**config.mk**
```make
export PLATFORM = sky130hd
export DESIGN_NAME = uart_rx_engine
export DESIGN_NICKNAME = d
export VERILOG_FILES = /design/src/rtl/uart_rx_pkg.sv /design/src/rtl/rx_bit_timer.sv /design/src/rtl/uart_rx_engine.sv
export SDC_FILE = /design/constraint.sdc
export NUM_CORES = 1
export LEC_CHECK = 0
export CORE_UTILIZATION = 55
export DETAILED_ROUTE_END_ITERATION = 7
export GPL_ROUTABILITY_DRIVEN = 0
export PLACE_DENSITY = 0.81
export SETUP_SLACK_MARGIN = 0.15
export SLEW_MARGIN = 20
export SYNTH_ARGS = -nofsm -noshare
export SYNTH_HDL_FRONTEND = slang
export SYNTH_SLANG_ARGS = --single-unit
```
**constraint.sdc**
```tcl
create_clock -name clk -period 4.2 [get_ports clk]
set_clock_uncertainty 0.2 [all_clocks]
set_input_delay 0.42 -clock clk [delete_from_list [all_inputs] [get_ports clk]]
set_output_delay 0.42 -clock clk [all_outputs]
set_load 0.02 [all_outputs]
```
**src/rtl/uart_rx_pkg.sv**
```systemverilog
// Shared constants and helpers for the UART receive path.
// State codes are plain 2-bit constants so older tools can consume them.
package uart_rx_pkg;

   localparam logic [1:0] StIdle  = 2'd0;
   localparam logic [1:0] StStart = 2'd1;
   localparam logic [1:0] StData  = 2'd2;
   localparam logic [1:0] StDone  = 2'd3;

   localparam int unsigned MinDiv       = 4;
   localparam int unsigned MaxFrameBits = 10;

   // Bits following the start bit: data (7/8), optional parity, one stop.
   function automatic logic [3:0] frame_bits(input logic eight, input logic pen);
      return 4'd8 + {3'd0, eight} + {3'd0, pen};
   endfunction

endpackage

```
**src/rtl/rx_bit_timer.sv**
```systemverilog
// Bit-time counter for the receiver: ticks at the half-bit point or at the end
// of a full bit, then restarts from zero.
module rx_bit_timer #(
   parameter int unsigned DIV_W = 19
) (
   input  logic             clk,
   input  logic             reset,
   input  logic             clear,
   input  logic             half,
   input  logic [DIV_W-1:0] div,
   output logic             tick
);

   localparam logic [DIV_W-1:0] One = 1;

   logic [DIV_W-1:0] cnt;
   logic [DIV_W-1:0] terminal;

   always_comb begin
      terminal = half ? (div >> 1) : (div - One);
   end

   assign tick = ~clear & (cnt == terminal);

   always_ff @(posedge clk or negedge reset) begin
      if (!reset) begin
         cnt <= '0;
      end else if (clear || tick) begin
         cnt <= '0;
      end else begin
         cnt <= cnt + One;
      end
   end

endmodule

```
**src/rtl/uart_rx_engine.sv**
```systemverilog
// UART receiver: synchronizes rx, qualifies the start bit at mid-bit, samples
// each following bit at its centre and publishes the byte with sticky status.
module uart_rx_engine
   import uart_rx_pkg::*;
#(
   parameter int unsigned DIV_W = 19
) (
   input  logic             clk,
   input  logic             reset,
   input  logic             rx,
   input  logic [DIV_W-1:0] baud_count,
   input  logic             eight,
   input  logic             pen,
   input  logic             ohel,
   input  logic             clr_rdy,
   output logic [7:0]       rx_data,
   output logic             rx_rdy,
   output logic             perr,
   output logic             ferr,
   output logic             ovf
);

   localparam logic [3:0] MaxBits = 4'(MaxFrameBits);

   logic             rx_meta, rx_s, rx_prev;
   logic             start_edge, start_pend, idle_start;
   logic [1:0]       state, state_next;
   logic [DIV_W-1:0] div_cfg;
   logic             eight_cfg, pen_cfg, ohel_cfg;
   logic [3:0]       bit_cnt, nbits;
   logic             last_bit, tick;
   logic [9:0]       shreg, shifted;
   logic [7:0]       data_now;
   logic             par_bit, stop_bit;

   always_ff @(posedge clk or negedge reset) begin
      if (!reset) begin
         rx_meta <= 1'b1;
         rx_s    <= 1'b1;
         rx_prev <= 1'b1;
      end else begin
         rx_meta <= rx;
         rx_s    <= rx_meta;
         rx_prev <= rx_s;
      end
   end

   assign start_edge = rx_prev & ~rx_s;
   // An edge seen while in DONE would be gone by the IDLE cycle; hold it over.
   assign idle_start = start_edge | start_pend;
   assign nbits      = frame_bits(eight_cfg, pen_cfg);
   assign last_bit   = (bit_cnt == nbits - 4'd1);

   rx_bit_timer #(
      .DIV_W (DIV_W)
   ) u_bit_timer (
      .clk   (clk),
      .reset (reset),
      .clear (state == StIdle),
      .half  (state == StStart),
      .div   (div_cfg),
      .tick  (tick)
   );

   always_comb begin
      state_next = state;
      unique case (state)
         StIdle:  if (idle_start) state_next = StStart;
         StStart: if (tick) state_next = rx_s ? StIdle : StData;
         StData:  if (tick && last_bit) state_next = StDone;
         StDone:  state_next = StIdle;
      endcase
   end

   // Received bits sit at the top of shreg; shift them down to bit 0.
   always_comb begin
      shifted  = shreg >> (MaxBits - nbits);
      data_now = {eight_cfg & shifted[7], shifted[6:0]};
      par_bit  = eight_cfg ? shifted[8] : shifted[7];
      stop_bit = shifted[nbits - 4'd1];
   end

   always_ff @(posedge clk or negedge reset) begin
      if (!reset) begin
         state      <= StIdle;
         start_pend <= 1'b0;
         div_cfg    <= '0;
         eight_cfg  <= 1'b0;
         pen_cfg    <= 1'b0;
         ohel_cfg   <= 1'b0;
         bit_cnt    <= '0;
         shreg      <= '0;
      end else begin
         state      <= state_next;
         start_pend <= (state == StDone) & start_edge;
         if (state == StIdle && idle_start) begin
            div_cfg   <= baud_count;
            eight_cfg <= eight;
            pen_cfg   <= pen;
            ohel_cfg  <= ohel;
         end
         if (state == StData && tick) begin
            shreg   <= {rx_s, shreg[9:1]};
            bit_cnt <= last_bit ? 4'd0 : bit_cnt + 4'd1;
         end
      end
   end

   always_ff @(posedge clk or negedge reset) begin
      if (!reset) begin
         rx_data <= '0;
         rx_rdy  <= 1'b0;
         perr    <= 1'b0;
         ferr    <= 1'b0;
         ovf     <= 1'b0;
      end else if (state == StDone) begin
         rx_data <= data_now;
         rx_rdy  <= 1'b1;
         perr    <= pen_cfg & ((^data_now ^ par_bit) != ohel_cfg);
         ferr    <= ~stop_bit;
         ovf     <= rx_rdy & ~clr_rdy;
      end else if (clr_rdy) begin
         rx_rdy <= 1'b0;
         perr   <= 1'b0;
         ferr   <= 1'b0;
         ovf    <= 1'b0;
      end
   end

endmodule

```
[Word level (Yosys, flattened, before mapping)]
Index checks and enable logic that the tools add are counted.
Word-level totals
  bits of input ports: 26
  word-level logic and storage cells: 71
  bits in registers: 73
  output and inout bits: 12
Operators by class
  add/sub/neg operators: 7
  equality and inequality tests: 9
  bitwise gates (word level): 12
  mux-type cells: 16
  reduce and logical (&&, ||, !) cells: 8
  order comparisons: 1
  shift-type cells: 1
Operators with widths (count)
  two-way mux 19 bit: 2
  adder 19 x 1 -> 19 bit (second input constant): 1
  == test 19 bit: 1
  subtractor 19 x 1 -> 19 bit (second input constant): 1
  >> shifter 10 x 4 -> 10 bit: 1
  two-way mux 2 bit: 4
  one-hot mux 2 bit (4 select lines): 1
  parity 8 bit: 1
  two-way mux 1 bit: 7
  bitwise AND 1 bit: 6
  inequality test 2 bit (second input constant): 3
  < comparator 4 x 5 -> 1 bit (second input constant): 1
  adder 4 x 1 -> 4 bit: 1
  adder 4 x 1 -> 4 bit (first input constant): 1
  adder 4 x 1 -> 4 bit (second input constant): 1
  binary-select mux 1 bit (select 4 bit): 1
  == test 2 bit (second input constant): 2
  == test 4 bit: 1
  two-way mux 4 bit: 1
  NOT 1 bit: 4
  subtractor 4 x 1 -> 4 bit (second input constant): 1
  subtractor 4 bit (first input constant): 1
  logical AND 1 bit: 3
  AND reduction 3 bit: 1
  7 further kinds: 7

[Logic depth before layout (Yosys ltp)]
  depth in word-level cells: 10
  gate-level depth with buffers: 13
  mapped depth without buffers: 10

[Hierarchy]
A second synthesis with hierarchy kept.
Second synthesis, totals
  cell total of the unflattened synthesis: 459
  area total of the unflattened synthesis: 4510.6 µm²
By module, submodules not included
  uart_rx_engine: area each 2566.2 µm², cells an instance 216, instances 1
  rx_bit_timer: area each 1944.4 µm², cells an instance 243, instances 1

[Worst setup path after synthesis]
Ideal clock, no wire load.
  kind: flip-flop to flip-flop
  start: register div_cfg[0]
  end: register bit_cnt[0]
  buffers on the path: 2
  data arrival time: 3.240 ns
  period minus slack after synthesis: 3.565 ns
  setup slack: 0.635 ns
  required time: 3.875 ns
  stages on the path, launching flop included: 13
  path through: dfrtp_1 -> inv_1 -> ha_1 -> or4b_4 -> or4_4 -> o311ai_2 -> a21oi_1 -> nor3_2 -> nand4b_4 -> or2_1 -> buf_6 -> buf_6 -> mux2_4
Between the ends
  word-level cells in the longest chain between the ends: 5
RTL lines
  start, declared: RTL line uart_rx_engine.sv:28  | logic [DIV_W-1:0] div_cfg;
  start signal, assigned: RTL line uart_rx_engine.sv:97  | div_cfg <= baud_count;
  subtractor 19 x 1 -> 19 bit: RTL line rx_bit_timer.sv:20  | terminal = half ? (div >> 1) : (div - One);
  two-way mux 19 bit: RTL line rx_bit_timer.sv:20
  == test 19 bit: RTL line rx_bit_timer.sv:23  | assign tick = ~clear & (cnt == terminal);
  bitwise AND 1 bit: RTL line rx_bit_timer.sv:23
  logical AND 1 bit: RTL line uart_rx_engine.sv:102  | if (state == StData && tick) begin
  end signal, assigned: RTL line uart_rx_engine.sv:104  | bit_cnt <= last_bit ? 4'd0 : bit_cnt + 4'd1;
  end, declared: RTL line uart_rx_engine.sv:30  | logic [3:0] bit_cnt, nbits;
Every way passes these cells.
A chain may end at the register's enable or synchronous reset.

[Worst setup path in the final report]
  start: register div_cfg[0]
  end: register shreg[8]
Between the ends
  word-level cells in the longest chain between the ends: 5
RTL lines
  subtractor 19 x 1 -> 19 bit: RTL line rx_bit_timer.sv:20
  two-way mux 19 bit: RTL line rx_bit_timer.sv:20
  == test 19 bit: RTL line rx_bit_timer.sv:23
  bitwise AND 1 bit: RTL line rx_bit_timer.sv:23
  logical AND 1 bit: RTL line uart_rx_engine.sv:102
  end signal, assigned: RTL line uart_rx_engine.sv:103  | shreg <= {rx_s, shreg[9:1]};
  end, declared: RTL line uart_rx_engine.sv:32  | logic [9:0] shreg, shifted;
Every way passes these cells.

==> summary.txt <==
GRT
  – GRT Total Usage: 25.3%
  – First-pass GRT wire length: 16500 µm
  – GR peak layer: met2
  – Global Route met3 Usage: 5.80%
  – GRT met2 Usage: 38.1%
  – Vias in the first global route: 3351
  – Largest net degree at the start of global routing: 47
  – Initial antenna violation count: 0
  – Met1 usage: 35.5%
  – Congestion Overflow GR: 0

Clocking
  – Worst skew pair latency: 0.37 ns
  – CTS buffer count: 9
  – CTS H-Tree Depth: 3
  – Clk buf depth: 2
  – Clock sinks: 73
  – TritonCTS clock tree: yes
  – Post-CTS Repair Setup Buffers: 0
  – CTS root buf: clkbuf_8
  – Clock-pin slew on the worst setup and hold paths: 0.08 ns

Worst setup path
  – Worst reg2reg path endpoint: shreg[8]$_DFFE_PN0P_
  – WS Path Type: reg2reg
  – Worst R2R Start: div_cfg[0]$_DFFE_PN0P_
  – Startpoint types: register
  – Crit. End Element: register
  – Maximum fanout along the worst path: 14
  – Arrival time worst endpoint: 3.87 ns
  – CP Data Required Time: 4.25 ns
  – R2R setup slack: 0.38 ns
  – Reg2Reg Depth: 10

Drt
  – Initial DRC count: 239
  – DRC viols: 0
  – Post-route ant nets: 0
  – Via Count: 3473
  – Average wire per cell in the routed design: 17.1 µm
  – Vias per inst: 5.94
  – Final WL: 10000 µm
  – Drt pass-1 iters: 5

Synth
  – Top cell type by total area after synthesis: dfrtp_1
  – Synth Cell Area: 4460 µm²
  – Synthesized flop and latch total: 73
  – Most frequent cell after synthesis: dfrtp_1
  – Top post-synthesis cells by count: 70 x dfrtp_1, 41 x nor2_1, 38 x nand2_1, 28 x mux2_2, 26 x xnor2_1
  – Share of synthesized registers carrying an async set or reset: 100%
  – Sequential element share of the synthesized area: 41.0%
  – Syn Nets: 485
  – Number of synthesized flops with an enable pin: 0
  – Yosys top cell area share: 39.2%
  – Syn. warnings: 0
  – Post-Syn Instances: 453
  – Syn Area/Cell: 9.85 µm²
  – Most used flip-flop cell after synthesis: dfrtp_1
  – Top cells by area, synth: dfrtp_1 39%, mux2_2 7.1%, xnor2_1 5.1%
  – Synth unique cells: 59

Power
  – Peak VDD IR: 0.000217 V
  – Leakage: 0.00214 µW
  – PwrDens: 501 nW/µm²

Worst hold path
  – Worst Hold Depth: 0
  – Hold endpoint: rx_s$_DFF_PN1_
  – HP Start: rx_meta$_DFF_PN1_
  – Hold crit path type: reg2reg

Finish
  – Area of the multi-input gates: 2440 µm²
  – # fillers: 621
  – Register Area: 1830 µm²
  – Layout Nets: 510
  – Share of layout cells above drive strength 1: 15.7%
  – # diodes: 0
  – Area Growth Syn to Fin: 14.3%

Timing
  – Setup TNS Final: 0 ns
  – Max Freq: 262 MHz
  – Minimum clock period after layout: 3.82 ns
  – Final Setup Violations: 0
  – Max Slew Vio Count: 0
  – Final hold slack: 0.181 ns
  – Worst Max-Slew Pin Slew: 0.963 ns
  – Slew HR: 35.7%
  – Fin. Hold Viols: 0
  – RSZ-0062 raised after global routing: no
  – Final period utilization: 91.0%

Placed design
  – Buffers added on ports: 37
  – Post-DP HPWL: 7080 µm

Floorplan
  – Die area: 8480 µm²
  – Ports: 38
  – Rows: 32
  – Initial Utilization: 57.2%
  – Core region area: 7810 µm²
  – Die Width: 92.1 µm
  – Die Y: 92.1 µm

Run status
  – Outcome: complete, no violations

Flow run
  – Max_cap viols: 0
[critical path: stages, from the launching register on]
cell	delay, ns
dfrtp_1	0.43
inv_1	0.09
ha_1	0.21
or4b_4	0.53
or4_4	0.55
o311ai_2	0.30
a21oi_1	0.13
nor3_2	0.23
nand4b_4	0.18
or2_2	0.50
mux2_4	0.35
[stage by stage]
step | std cells | setup slack (ns) | util (%) | cell area [µm²] | power, µW
floorplan | 453 | 0.635 | - | 4460 | 1720
global placement | 568 | 0.499 | 62.3 | 4870 | 1890
detailed placement | 568 | 0.352 | 62.4 | 4870 | 1930
CTS | 584 | 0.323 | 65.2 | 5090 | 2550
global route | 585 | 0.171 | 65.4 | 5100 | 2700
finish | 585 | 0.379 | 65.4 | 5100 | 2550
[report_power, final]
group	internal [µW]	leakage, µW	switching (µW)
Combinational	425	0.00109	468
Sequential	822	0.000948	224
Clock	337	0.000107	279
[cell families after synthesis]
logic type,Yosys count,share of synthesized area [%]
XOR/XNOR,50,9.81
flip-flops,73,41.0
multiplexers,50,13.9
buffers and inverters,46,4.48
adder cells (fa/ha/maj),6,1.68
AND/OR/NAND/NOR,161,18.7
AO/OA/AOI/OAI,67,10.4
[sequential cells by signal, summed over array words and instances (netlist names), 4 cells and up, named ones only]
register	count
rx_data	8
bit_cnt	4
u_bit_timer.cnt	19
div_cfg	19
shreg	10
[layer usage]
metal | wire length [µm] | part of all wire [%] | vias up
met2 | 4560 | 46 | 133
met3 | 665 | 6.6 | 20
met4 | 226 | 2.3 | 0
met1 | 4550 | 45 | 1667
met5 | 0 | 0 | -
li1 | - | - | 1653
[worst max path at each step]
stage	from	endpoint	slack (ns)	depth (start not counted)
floorplan	div_cfg[0]$_DFFE_PN0P_	bit_cnt[0]$_DFFE_PN0P_	0.63	12
global placement	div_cfg[0]$_DFFE_PN0P_	shreg[4]$_DFFE_PN0P_	0.50	10
detailed placement	div_cfg[0]$_DFFE_PN0P_	shreg[8]$_DFFE_PN0P_	0.35	10
CTS	div_cfg[0]$_DFFE_PN0P_	shreg[8]$_DFFE_PN0P_	0.32	10
global route	div_cfg[0]$_DFFE_PN0P_	shreg[8]$_DFFE_PN0P_	0.17	10
finish	div_cfg[0]$_DFFE_PN0P_	shreg[8]$_DFFE_PN0P_	0.38	10
[cell type report]
type,instances,share of cell area (%)
multi-input cells,334,47.9
flip-flops and latches,73,35.9
clock buffers,10,2.50
repair buffers,44,8.29
clock inverters,6,1.77
well taps,102,2.50
inverters,16,1.18
[layout by cell type, fill, tap and decap left out, types with 3 or more instances in the layout]
cell type        Yosys  routed
a21oi_1             14      14
a311oi_1             4       4
a31oi_1              4       4
and3_1               7       7
buf_4                0       7
clkbuf_8             0       9
clkdlybuf4s50_1      0      36
dfrtp_1             70      70
dfstp_2              3       3
ha_1                 6       6
inv_1               16      16
mux2_2              28      28
mux2_4               7       7
mux2i_1             11      11
mux4_2               4       4
nand2_1             38      38
nand2b_1             5       5
nand3_1             19      19
nand3b_1             3       3
nor2_1              41      41
nor2b_1              5       5
nor3_1               8       8
nor4_1               9       9
o211ai_1             3       3
o21ai_0             19      19
o31ai_1              4       4
or3_1                5       5
or4_1                5       5
xnor2_1             26      26
xor2_1              24      24
[what timing repair did]
item / CTS / global route
resized for setup: 0 / 1
endpoints found under the setup margin: 0 / 12
hold endpoints to repair: 0 / 44
hold buffers: 0 / 1
Power figures use the tool's default switching activity.
